===== config.mk =====
export PLATFORM = sky130hd
export DESIGN_NAME = lacc_fmap_responder
export DESIGN_NICKNAME = d
export VERILOG_FILES = /design/src/rtl/lacc_fmap_responder.sv
export SDC_FILE = /design/constraint.sdc
export NUM_CORES = 1
export LEC_CHECK = 0
export ABC_AREA = 1
export CORE_ASPECT_RATIO = 1.75
export CORE_MARGIN = 1.5
export CORE_UTILIZATION = 30
export CTS_CLUSTER_DIAMETER = 50
export DETAILED_ROUTE_END_ITERATION = 8
export DONT_BUFFER_PORTS = 1
export HOLD_SLACK_MARGIN = 0.12
export PLACE_DENSITY = 0.51
export SYNTH_ARGS = -nofsm -noshare
export SYNTH_HDL_FRONTEND = slang
export SYNTH_SLANG_ARGS = --single-unit
export TNS_END_PERCENT = 1

===== constraint.sdc =====
create_clock -name clk -period 10.3 [get_ports clk]
set_input_delay 1.545 -clock clk [delete_from_list [all_inputs] [get_ports clk]]
set_output_delay 1.545 -clock clk [all_outputs]
set_load 0.005 [all_outputs]

===== src/rtl/lacc_fmap_responder.sv =====
// Line-buffer fetch responder: walks a row-major feature-map tile,
// issues SRAM reads and returns words in order under credit gating.
module lacc_fmap_responder #(
    parameter int BUFFER_WIDTH    = 32,
    parameter int BUFFER_DEPTH    = 8,
    parameter int ADDR_WIDTH      = 32,
    parameter int MAX_OUTSTANDING = 4,
    localparam int XW = (BUFFER_WIDTH > 1) ? $clog2(BUFFER_WIDTH) : 1,
    localparam int YW = (BUFFER_DEPTH > 1) ? $clog2(BUFFER_DEPTH) : 1
) (
    input  logic                  clk,
    input  logic                  rst,
    input  logic                  start,
    input  logic [ADDR_WIDTH-1:0] base_addr_i,
    input  logic [ADDR_WIDTH-1:0] row_stride_i,
    input  logic [XW-1:0]         buffer_width_i,
    input  logic [YW-1:0]         buffer_depth_i,
    output logic                  busy,
    output logic                  done,
    input  logic                  lacc_data_valid,
    output logic                  lacc_data_ready,
    output logic                  lacc_drsp_valid,
    output logic [31:0]           lacc_drsp_rdata,
    output logic                  mem_req_valid,
    input  logic                  mem_req_ready,
    output logic [ADDR_WIDTH-1:0] mem_req_addr,
    input  logic                  mem_rsp_valid,
    input  logic [31:0]           mem_rsp_rdata
);

    localparam int PW = (MAX_OUTSTANDING > 1) ? $clog2(MAX_OUTSTANDING) : 1;
    localparam int CW = PW + 1;

    typedef enum logic [1:0] {IDLE, RUN, DRAIN} state_t;

    state_t state, state_nx;

    logic [XW-1:0]         x, last_x;
    logic [YW-1:0]         y, last_y;
    logic [ADDR_WIDTH-1:0] cur_addr, row_addr, stride;
    logic [CW-1:0]         inflight;

    logic [31:0]           fifo_mem [MAX_OUTSTANDING];
    logic [PW-1:0]         wr_ptr, rd_ptr;
    logic [CW-1:0]         count;

    logic start_acc, credit_ok, hsk, x_end, last_hsk;
    logic push, pop, fifo_empty, fifo_wr, fifo_rd;

    assign start_acc  = start & (state == IDLE);
    assign credit_ok  = inflight < CW'(MAX_OUTSTANDING);
    assign hsk        = lacc_data_valid & lacc_data_ready;
    assign x_end      = (x == last_x);
    assign last_hsk   = hsk & x_end & (y == last_y);
    assign mem_req_addr = cur_addr;

    // Abandoned reads returning after a reset must not reach the consumer.
    assign push       = mem_rsp_valid & (state != IDLE);
    assign fifo_empty = (count == '0);
    assign fifo_wr    = push & ~fifo_empty;
    assign fifo_rd    = ~fifo_empty;
    assign pop        = fifo_rd | push;

    always_ff @(posedge clk or posedge rst) begin
        if (rst) begin
            state <= IDLE;
        end else begin
            state <= state_nx;
        end
    end

    always_comb begin
        state_nx = state;
        unique case (state)
            IDLE:    if (start_acc) state_nx = RUN;
            RUN:     if (last_hsk) state_nx = DRAIN;
            DRAIN:   if (inflight == '0) state_nx = IDLE;
            default: state_nx = IDLE;
        endcase
    end

    always_comb begin
        lacc_data_ready = 1'b0;
        mem_req_valid   = 1'b0;
        busy            = (state != IDLE);
        if (state == RUN) begin
            lacc_data_ready = credit_ok & mem_req_ready;
            mem_req_valid   = lacc_data_valid & credit_ok;
        end
    end

    always_ff @(posedge clk or posedge rst) begin
        if (rst) begin
            done <= 1'b0;
        end else begin
            done <= (state == DRAIN) & (inflight == '0);
        end
    end

    always_ff @(posedge clk or posedge rst) begin
        if (rst) begin
            x        <= '0;
            y        <= '0;
            last_x   <= '0;
            last_y   <= '0;
            stride   <= '0;
            cur_addr <= '0;
            row_addr <= '0;
        end else if (start_acc) begin
            x        <= '0;
            y        <= '0;
            last_x   <= buffer_width_i;
            last_y   <= buffer_depth_i;
            stride   <= row_stride_i;
            cur_addr <= base_addr_i;
            row_addr <= base_addr_i;
        end else if (hsk) begin
            if (!x_end) begin
                x        <= x + 1'b1;
                cur_addr <= cur_addr + ADDR_WIDTH'(4);
            end else begin
                x        <= '0;
                y        <= y + 1'b1;
                row_addr <= row_addr + stride;
                cur_addr <= row_addr + stride;
            end
        end
    end

    // The credit falls on the edge that registers the response word.
    always_ff @(posedge clk or posedge rst) begin
        if (rst) begin
            inflight <= '0;
        end else begin
            unique case ({hsk, pop})
                2'b10:   inflight <= inflight + 1'b1;
                2'b01:   inflight <= inflight - 1'b1;
                default: inflight <= inflight;
            endcase
        end
    end

    always_ff @(posedge clk) begin
        if (fifo_wr) fifo_mem[wr_ptr] <= mem_rsp_rdata;
    end

    // An empty FIFO forwards the incoming word straight to the output register.
    always_ff @(posedge clk or posedge rst) begin
        if (rst) begin
            wr_ptr          <= '0;
            rd_ptr          <= '0;
            count           <= '0;
            lacc_drsp_valid <= 1'b0;
            lacc_drsp_rdata <= '0;
        end else begin
            lacc_drsp_valid <= pop;
            if (pop) begin
                lacc_drsp_rdata <= fifo_empty ? mem_rsp_rdata
                                              : fifo_mem[rd_ptr];
            end
            if (fifo_wr) wr_ptr <= wr_ptr + 1'b1;
            if (fifo_rd) rd_ptr <= rd_ptr + 1'b1;
            count <= count + CW'(fifo_wr) - CW'(fifo_rd);
        end
    end

endmodule


Word level (Yosys, flattened, before mapping)

Memory sizes are Yosys's and may differ from the RTL's.
Cells that the tools add are included.

Register bits: 158
Output and inout port bits: 69
Memories kept: 1
Memory bits (writable): 128

Memories:

| name     | words | bits a word | read ports | clocked after memory_dff | wr ports | line | source |
|---|---|---|---|---|---|---|---|
| fifo_mem | 4     | 32          | 1          | 0                        | 1        | 43   | `logic [31:0] fifo_mem [MAX_OUTSTANDING];` |

Equal/unequal tests: 9
Reductions and logical operators: 9
Muxes and demuxes: 22
$lt $le $gt $ge: 1
Bitwise operators: 11
$add $sub $neg: 10

Operator list:

| operator                                            | number |
|---|---|
| 2-to-1 mux 32 bit                                   | 7 |
| adder 32 x 3 -> 32 bit, second input constant       | 1 |
| adder 32 bit                                        | 1 |
| 2-to-1 mux 5 bit                                    | 3 |
| bitwise AND 1 bit                                   | 9 |
| 2-to-1 mux 3 bit                                    | 3 |
| nonzero test 2 bit                                  | 4 |
| adder 3 x 1 -> 3 bit, second input constant         | 2 |
| logical NOT 3 bit                                   | 2 |
| 2-to-1 mux 2 bit                                    | 3 |
| inequality test 2 bit, second input constant        | 3 |
| case mux 2 bit (3 select lines)                     | 1 |
| case mux 3 bit (2 select lines)                     | 1 |
| adder 5 x 1 -> 5 bit, second input constant         | 1 |
| equality test 5 bit                                 | 1 |
| adder 2 x 1 -> 2 bit, second input constant         | 2 |
| equality test 2 x 1 -> 1 bit, second input constant | 2 |
| equality test 2 bit, second input constant          | 2 |
| 2-to-1 mux 1 bit                                    | 4 |
| adder 3 x 1 -> 3 bit                                | 1 |
| equality test 3 bit                                 | 1 |
| less-than comparator 3 bit, second input constant   | 1 |
| AND reduction 3 bit                                 | 1 |
| subtractor 3 x 1 -> 3 bit                           | 1 |
| 5 further kinds                                     | 5 |

Longest topological paths before layout

Gate-level depths: netlist of run 1.

Depth after elaboration: 8
Depth in mapped cells: 17
Mapped depth without buffers: 17

Least setup slack after synthesis of run 1

Ideal clock, no wire load.

Kind: input to register
Start: input port mem_rsp_valid
End: memory fifo_mem[0][0], enable pin
Arrival: 3347 ps
Setup slack: 6532 ps
Cell stages on the path: 4
Setup time: 421 ps
Cell sequence: nand2_1 -> nor2_1 -> inv_1 -> nor2_1

Cells in the longest elaborated chain, start to end: 4

Ends and longest elaborated chain:

| what                                   | line | source |
|---|---|---|
| from (decl)                            | 27   | `input logic mem_rsp_valid,` |
| bitwise AND 1 bit                      | 58   | `assign push = mem_rsp_valid & (state != IDLE);` |
| bitwise AND 1 bit                      | 60   | `assign fifo_wr = push & ~fifo_empty;` |
| 2-to-1 mux 1 bit                       | 144  | `if (fifo_wr) fifo_mem[wr_ptr] <= mem_rsp_rdata;` |
| 2-to-1 mux 1 bit (not written as such) | 144  |  |
| to (decl)                              | 43   |  |

Every way passes these cells.

Worst setup path in the final report of run 1

Start: input port start
End: register cur_addr[9], in the netlist mem_req_addr[9]

Cells in the longest elaborated chain, start to end: 2

Ends and longest elaborated chain:

| what                                                    | line | source |
|---|---|---|
| from (decl)                                             | 13   | `input logic start,` |
| bitwise AND 1 bit (*)                                   | 50   | `assign start_acc = start & (state == IDLE);` |
| 2-to-1 mux 32 bit or nonzero test 2 bit (tied branches) | --   |  |
| to (signal assigned)                                    | 115  | `cur_addr <= base_addr_i;` |
| to (signal assigned)                                    | 120  | `cur_addr <= cur_addr + ADDR_WIDTH'(4);` |
| to (signal assigned)                                    | 125  | `cur_addr <= row_addr + stride;` |
| to (decl)                                               | 40   | `logic [ADDR_WIDTH-1:0] cur_addr, row_addr, stride;` |

Every way passes the cells marked *; elsewhere a longest branch is shown, timed or not.
A chain may end at the register's enable or synchronous reset.

==> results of run 1 <==
-- state kept, by name, indices dropped and copies added (netlist names) --
register	count
lacc_drsp_rdata	32
row_addr	32
count	3
fifo_mem	128
stride	32
mem_req_addr	32
done	1
lacc_drsp_valid	1
rd_ptr	2
y	3
last_y	3
inflight	3
x	5
last_x	5
state	2
wr_ptr	2
-- layout make-up --
class,instances,area (sq um)
multi-input combinational,1286,6290
inverter,168,644
clock buffer,46,990
clock inverter,15,174
tap,660,826
sequential,286,7800
antenna,1,2.50
fill,5176,32700
timing repair buffer,17,128
-- logic make-up (layout without fill, tap and decap cells) --
family                     count (synthesis)  in the layout
xor gates and xnor gates                  35             35
and+or+nand+nor                          897            897
other                                      0              1
AOI/OAI and AO/OA                        311            311
DFF                                      286            286
adders and majority gates                 43             43
buffers and inverters                    232            246
-- power by group through the flow --
stage / clock, uW / combinational [uW] / sequential (uW)
floorplan: 0 / 1850 / 1820
global placement: 0 / 2470 / 1960
detailed placement: 0 / 2490 / 1970
CTS: 1280 / 2510 / 1950
global route: 1330 / 2810 / 2000
finish: 1250 / 2490 / 1940
-- routing by layer --
| layer | global-route usage | part of all wire | vias up |
|---|---|---|---|
| met5 | 0 | 0 | - |
| met4 | 0.0990 | 0.052 | 0 |
| met3 | 0.0448 | 0.062 | 107 |
| met2 | 0.365 | 0.54 | 336 |
| met1 | 0.184 | 0.34 | 5882 |
| li1 | - | - | 5910 |
-- final timing paths --
kind | end | slack, ns | depth (start not counted)
worst max-delay path | mem_req_addr[9] | 6.75 | 9
worst min-delay path | stride[23] | 0.48 | 2
worst max register to register | mem_req_addr[9] | 7.16 | 10
worst min register to register | stride[23] | 0.48 | 2
max in group asynchronous | mem_req_addr[21] | 7.27 | 3
min in group asynchronous | lacc_drsp_rdata[1] | 0.93 | 1
-- through the flow --
stage | cells | util | setup WS (ns) | hold slack, ns | area (sq um)
after global placement | 2417 | 0.316 | 6.25 | 0.464 | 15700
after floorplan | 1804 | - | 4.49 | 0.446 | 15000
after CTS | 2478 | 0.340 | 6.74 | 0.484 | 16800
after detailed placement | 2417 | 0.316 | 6.18 | 0.472 | 15700
final | 2479 | 0.340 | 6.75 | 0.483 | 16900
after global routing | 2479 | 0.340 | 6.55 | 0.503 | 16900
-- cell usage in the layout, fill, tap and decap left out, types with 4 or more instances in the layout --
cell type / instances
o22a_1: 4
clkinv_2: 7
o22ai_1: 32
a21oi_1: 101
nand4_1: 12
dfrtp_1: 157
a31oi_1: 10
nand3_1: 89
clkbuf_1: 6
or2_2: 4
edfxtp_1: 128
nor2_1: 219
nor2_2: 12
a21oi_2: 4
nor3_1: 15
o21ai_0: 137
o21ai_1: 6
nand2_1: 518
xor2_1: 16
nand3b_1: 6
xnor2_1: 19
buf_4: 17
clkbuf_16: 37
ha_1: 40
inv_1: 161
-- worst min-delay path: cells and delay by family, from the launching register on --
family	cells	cell delay [ns]
simple gates	2	0.11
flops	1	0.34
==> run_results.csv, run 1 <==
group,metric,value,unit
die,die_area,51500,sq um
synth,synth.area.top_cells,"dfrtp_1 26%, edfxtp_1 26%, nand2_1 13%",
routing,vias_per_cell,4.94,
synth,synth_top_cell_by_area,"dfrtp_1",
synth,synthMuxAreaShare,0,
synth,synthTopCellsByCount,"519 x nand2_1, 223 x nor2_1, 162 x inv_1",
grt,grt_pass1_wl,73800,um
synth,ys_seq_area_frac,0.519,
place,place.gp.congestion,0.918,
critical_path,reg2reg_from,"state[1]",
critical_path,crit_slowest_cell,"clkinv_2",
die,rows,108,
synth,async_flop_share,0.552,
cts,tritoncts,"yes",
synth,synth.avg_cell_area,8.33,sq um
routing,drtAntennaViolNets,0,
timing,layout_min_cycle_time,3.55,ns
synth,yosysWarnings,0,
cts,cts-buffers-inserted,34,
status,status,"completed",
synth,synth-main-ff-cell,"dfrtp_1",
critical_path,critPathKind,"in -> reg",
power_and_ir_drop,sw_frac_of_total,0.440,
routing,wl_per_cell,19.7,um
cts,cts-resized-gates,0,
final_layout,drive_gt1_frac,0.0638,
routing,drt_pre_antenna_iters,6,
critical_path,slowest_delay,0.48,ns
grt,grt_start_max_net_pins,66,
routing,via_count,12200,
synth,synth_compound_area_frac,0.112,
timing,hold_viol_final,0,
synth,synth-adder-area-share,0.0373,
final_layout,area_delta_synth_final,12.2,%
critical_path,path_max_fanout,64,
worst_hold_path,worstHoldStart,"stride[23]",
timing,rsz0062_at_grt,"false",
cts,insertion_delay,0.52,ns
power_and_ir_drop,vdd_drop_max,0.180,mV
die,core-area,49600,sq um
power_and_ir_drop,power_switching,2500,uW
timing,slew_headroom,0.190,
power_and_ir_drop,p_total,5680,uW
cts,clk_pin_slew,0.06,ns
synth,ys_types,53,
worst_hold_path,min_path_type,"reg -> reg",
job,cap_viol_max_count,0,
grt,grt_antenna_before_repair,1,
critical_path,required,10.76,ns
synth,synth_simple_gate_area_frac,0.247,
critical_path,arrival,4.01,ns
critical_path,crit_buf_inv,4,
synth,syn-num-nets,1957,
grt,grt_usage,0.191,
synth,synth_cells,1804,
timing,worst_slew_pin_slew,1.21,ns
power_and_ir_drop,leakagePower,0.00751,uW
timing,drv_slew,0,
critical_path,crit_family,"simple AND/OR/NAND/NOR gates",
timing,fin_crit_sh,0.344,
timing,fmax,0.282,GHz
synth,yosysMostFrequentCell,"nand2_1",
synth,synth-edff-count,128,
cts,cts_hold_buf,0,
synth,synthesis.area,15000,sq um
die,io_pins,179,
final_layout,layout.nets,1946,
synth,synth_seq_cells,286,
routing,drc,0,
cts,post_cts_buffers,0,
place,port_buffers,0,
synth,synth-xor-area-share,0.0204,
cts,clockRootBuffer,"clkbuf_16",
routing,wirelength,48800,um
grt,grt_pass1_vias,12600,
die,fp.dieW,172,um
synth,synth_top_family_by_area,"simple AND/OR/NAND/NOR gates",
place,dp_hpwl,35400,um
critical_path,critical_path.cell_chain,"nand2_2, clkinv_2, buf_4, nor2_8, inv_4, or2_0, nand3_1, o21ai_1, inv_1",
routing,drt_iter0_drc,626,
critical_path,cp-startpoint,"start",
timing,setup_viol,0,
cts,cts_buffer_depth,3,
critical_path,crit_path_start_kind,"input port",
die,die_y,299,um
power_and_ir_drop,p_clk_frac,0.220,
timing,tns,0,ns
synth,yosysTopAreaCellShare,0.263,
die,initial_utilization,0.303,
timing,skew,0.0185,ns
grt,overflow,0,
cts,clock_sinks,286,
power_and_ir_drop,power_frac_comb,0.438,
cts,htree_levels,2,
power_and_ir_drop,p_int,3180,uW
power_and_ir_drop,p_per_area,337,nW/um^2
power_and_ir_drop,p_seq_frac,0.342,
critical_path,end_kind,"flop",
(Power assumes the default switching activity.)
==> run 2, diff against run 1 <==
==> constraint.sdc (replaced) <==
create_clock -name clk -period 3.6 [get_ports clk]
set_input_delay 0.54 -clock clk [delete_from_list [all_inputs] [get_ports clk]]
set_output_delay 0.54 -clock clk [all_outputs]
set_load 0.005 [all_outputs]
==> run_results.csv, run 2 (synthesis results as in run 1) <==
group,metric,value,unit
status,status,"completed",
grt,overflow,0,
critical_path,crit_family,"simple AND/OR/NAND/NOR gates",
place,port_buffers,0,
power_and_ir_drop,p_clk_frac,0.204,
timing,layout_min_cycle_time,2.77,ns
timing,setup_viol,0,
power_and_ir_drop,power_switching,7180,uW
power_and_ir_drop,p_int,8830,uW
routing,via_count,12500,
cts,insertion_delay,0.52,ns
place,dpl_cell_area,15700,sq um
routing,wirelength,48700,um
critical_path,crit_buf_inv,1,
critical_path,crit_slowest_cell,"nor3_1",
timing,fin_crit_sh,0.769,
grt,grt_usage,0.191,
final_layout,area_delta_synth_final,16.2,%
die,initial_utilization,0.303,
worst_hold_path,min_path_type,"in -> reg",
cts,tritoncts,"yes",
die,rows,108,
timing,slew_headroom,0.332,
cts,clockRootBuffer,"clkbuf_16",
die,fp.dieW,172,um
power_and_ir_drop,p_seq_frac,0.344,
critical_path,worst-path-stages,11,
critical_path,arrival,3.22,ns
routing,drt_pre_antenna_iters,8,
critical_path,cp-startpoint,"stride[12]",
cts,post_cts_buffers,0,
critical_path,critPathMostFrequentCell,"nand2_1",
cts,cts-resized-gates,0,
cts,cts_buffer_depth,3,
critical_path,r2r-end,"mem_req_addr[29]",
grt,grt_start_max_net_pins,89,
cts,clk_pin_slew,0.06,ns
die,die_y,299,um
critical_path,required,4.05,ns
routing,drc,0,
routing,vias_per_cell,4.90,
critical_path,critical_path.cell_chain,"ha_1, nand2_1, inv_1, nand2_1, nor3_1, nand2_1, nand2_1, nand2_1, nand3_1, nand3_1, a21oi_2",
grt,grt_pass1_wl,73800,um
critical_path,critPathKind,"reg -> reg",
routing,drtAntennaViolNets,0,
critical_path,reg2reg_from,"stride[12]",
timing,hold_viol_final,0,
die,die_area,51500,sq um
critical_path,rr_worst_depth,11,
final_layout,n_antenna_cell,0,
timing,skew,0.0162,ns
critical_path,rrSetupSlack,0.83,ns
die,core-area,49600,sq um
final_layout,layout_common_cells,"518 x nand2_1, 219 x nor2_1, 161 x inv_1, 157 x dfrtp_1, 137 x o21ai_0",
critical_path,crit_path_start_kind,"flop",
critical_path,end_kind,"flop",
power_and_ir_drop,power_frac_comb,0.452,
power_and_ir_drop,sw_frac_of_total,0.448,
timing,rsz0062_at_grt,"false",
cts,clock_sinks,286,
worst_hold_path,worstHoldStart,"row_stride_i[27]",
final_layout,drive_gt1_frac,0.0593,
timing,fmax,0.361,GHz
timing,drv_slew,0,
place,place.gp.congestion,0.940,
final_layout,regMostFlops,"fifo_mem",
timing,tns,0,ns
critical_path,path_max_fanout,4,
final_layout,largest_reg_flops,128,
cts,htree_levels,2,
place,dp_hpwl,35300,um
critical_path,slowest_delay,0.73,ns
power_and_ir_drop,leakagePower,0.00773,uW
job,cap_viol_max_count,0,
worst_hold_path,whs_path_depth,2,
cts,cts_hold_buf,68,
grt,grt_antenna_before_repair,0,
final_layout,fin_area,17500,sq um
critical_path,cp-endpoint,"mem_req_addr[29]",
power_and_ir_drop,p_per_area,917,nW/um^2
die,io_pins,179,
routing,drt_iter0_drc,701,
timing,worst_slew_pin_slew,0.999,ns
power_and_ir_drop,vdd_drop_max,0.469,mV
final_layout,mostFrequentLayoutCell,"nand2_1",
routing,wl_per_cell,19.1,um
final_layout,layout.nets,2016,
cts,cts-buffers-inserted,34,
grt,grt_pass1_vias,12700,
run 2: layer usage:
metal  up-vias  track usage  wire length (um)
met3        99       0.0428              2940
met1      5934        0.189             17200
met2       379        0.364             26100
met5         -            0                 0
li1       6076            -                 -
met4         0       0.0948              2420
run 2: cell type report:
type	count	area, sq um
clock inverters	14	118
repair buffers	87	848
inverters	168	643
fillers	5228	32100
clock buffers	48	933
flip-flops and latches	286	7800
well taps	660	826
multi-input cells	1286	6290
run 2: how the worst min path moves through the flow:
stage	end	slack (ns)
finish	stride[27]	0.15
global route	row_addr[0]	0.13
CTS	stride[27]	0.12
detailed placement	lacc_drsp_rdata[31]	0.32
global placement	lacc_drsp_rdata[18]	0.32
floorplan	inflight[0]	0.45
run 2: power groups by stage:
| stage | clock (uW) | sequential [uW] | combinational (uW) |
|---|---|---|---|
| floorplan | 0 | 5200 | 5290 |
| global placement | 0 | 5550 | 7120 |
| detailed placement | 0 | 5590 | 7160 |
| CTS | 3370 | 5540 | 7290 |
| global route | 3490 | 5680 | 8180 |
| finish | 3260 | 5510 | 7240 |
run 2: metrics by stage:
step	utilization	instances	setup slack (ns)	power [uW]	hold WS (ns)
after floorplan	-	1804	0.821	10500	0.446
after global placement	0.317	2419	0.945	12700	0.318
after detailed placement	0.317	2419	0.946	12800	0.321
after CTS	0.352	2549	0.938	16200	0.122
after global routing	0.352	2549	0.800	17300	0.133
final	0.352	2549	0.832	16000	0.148
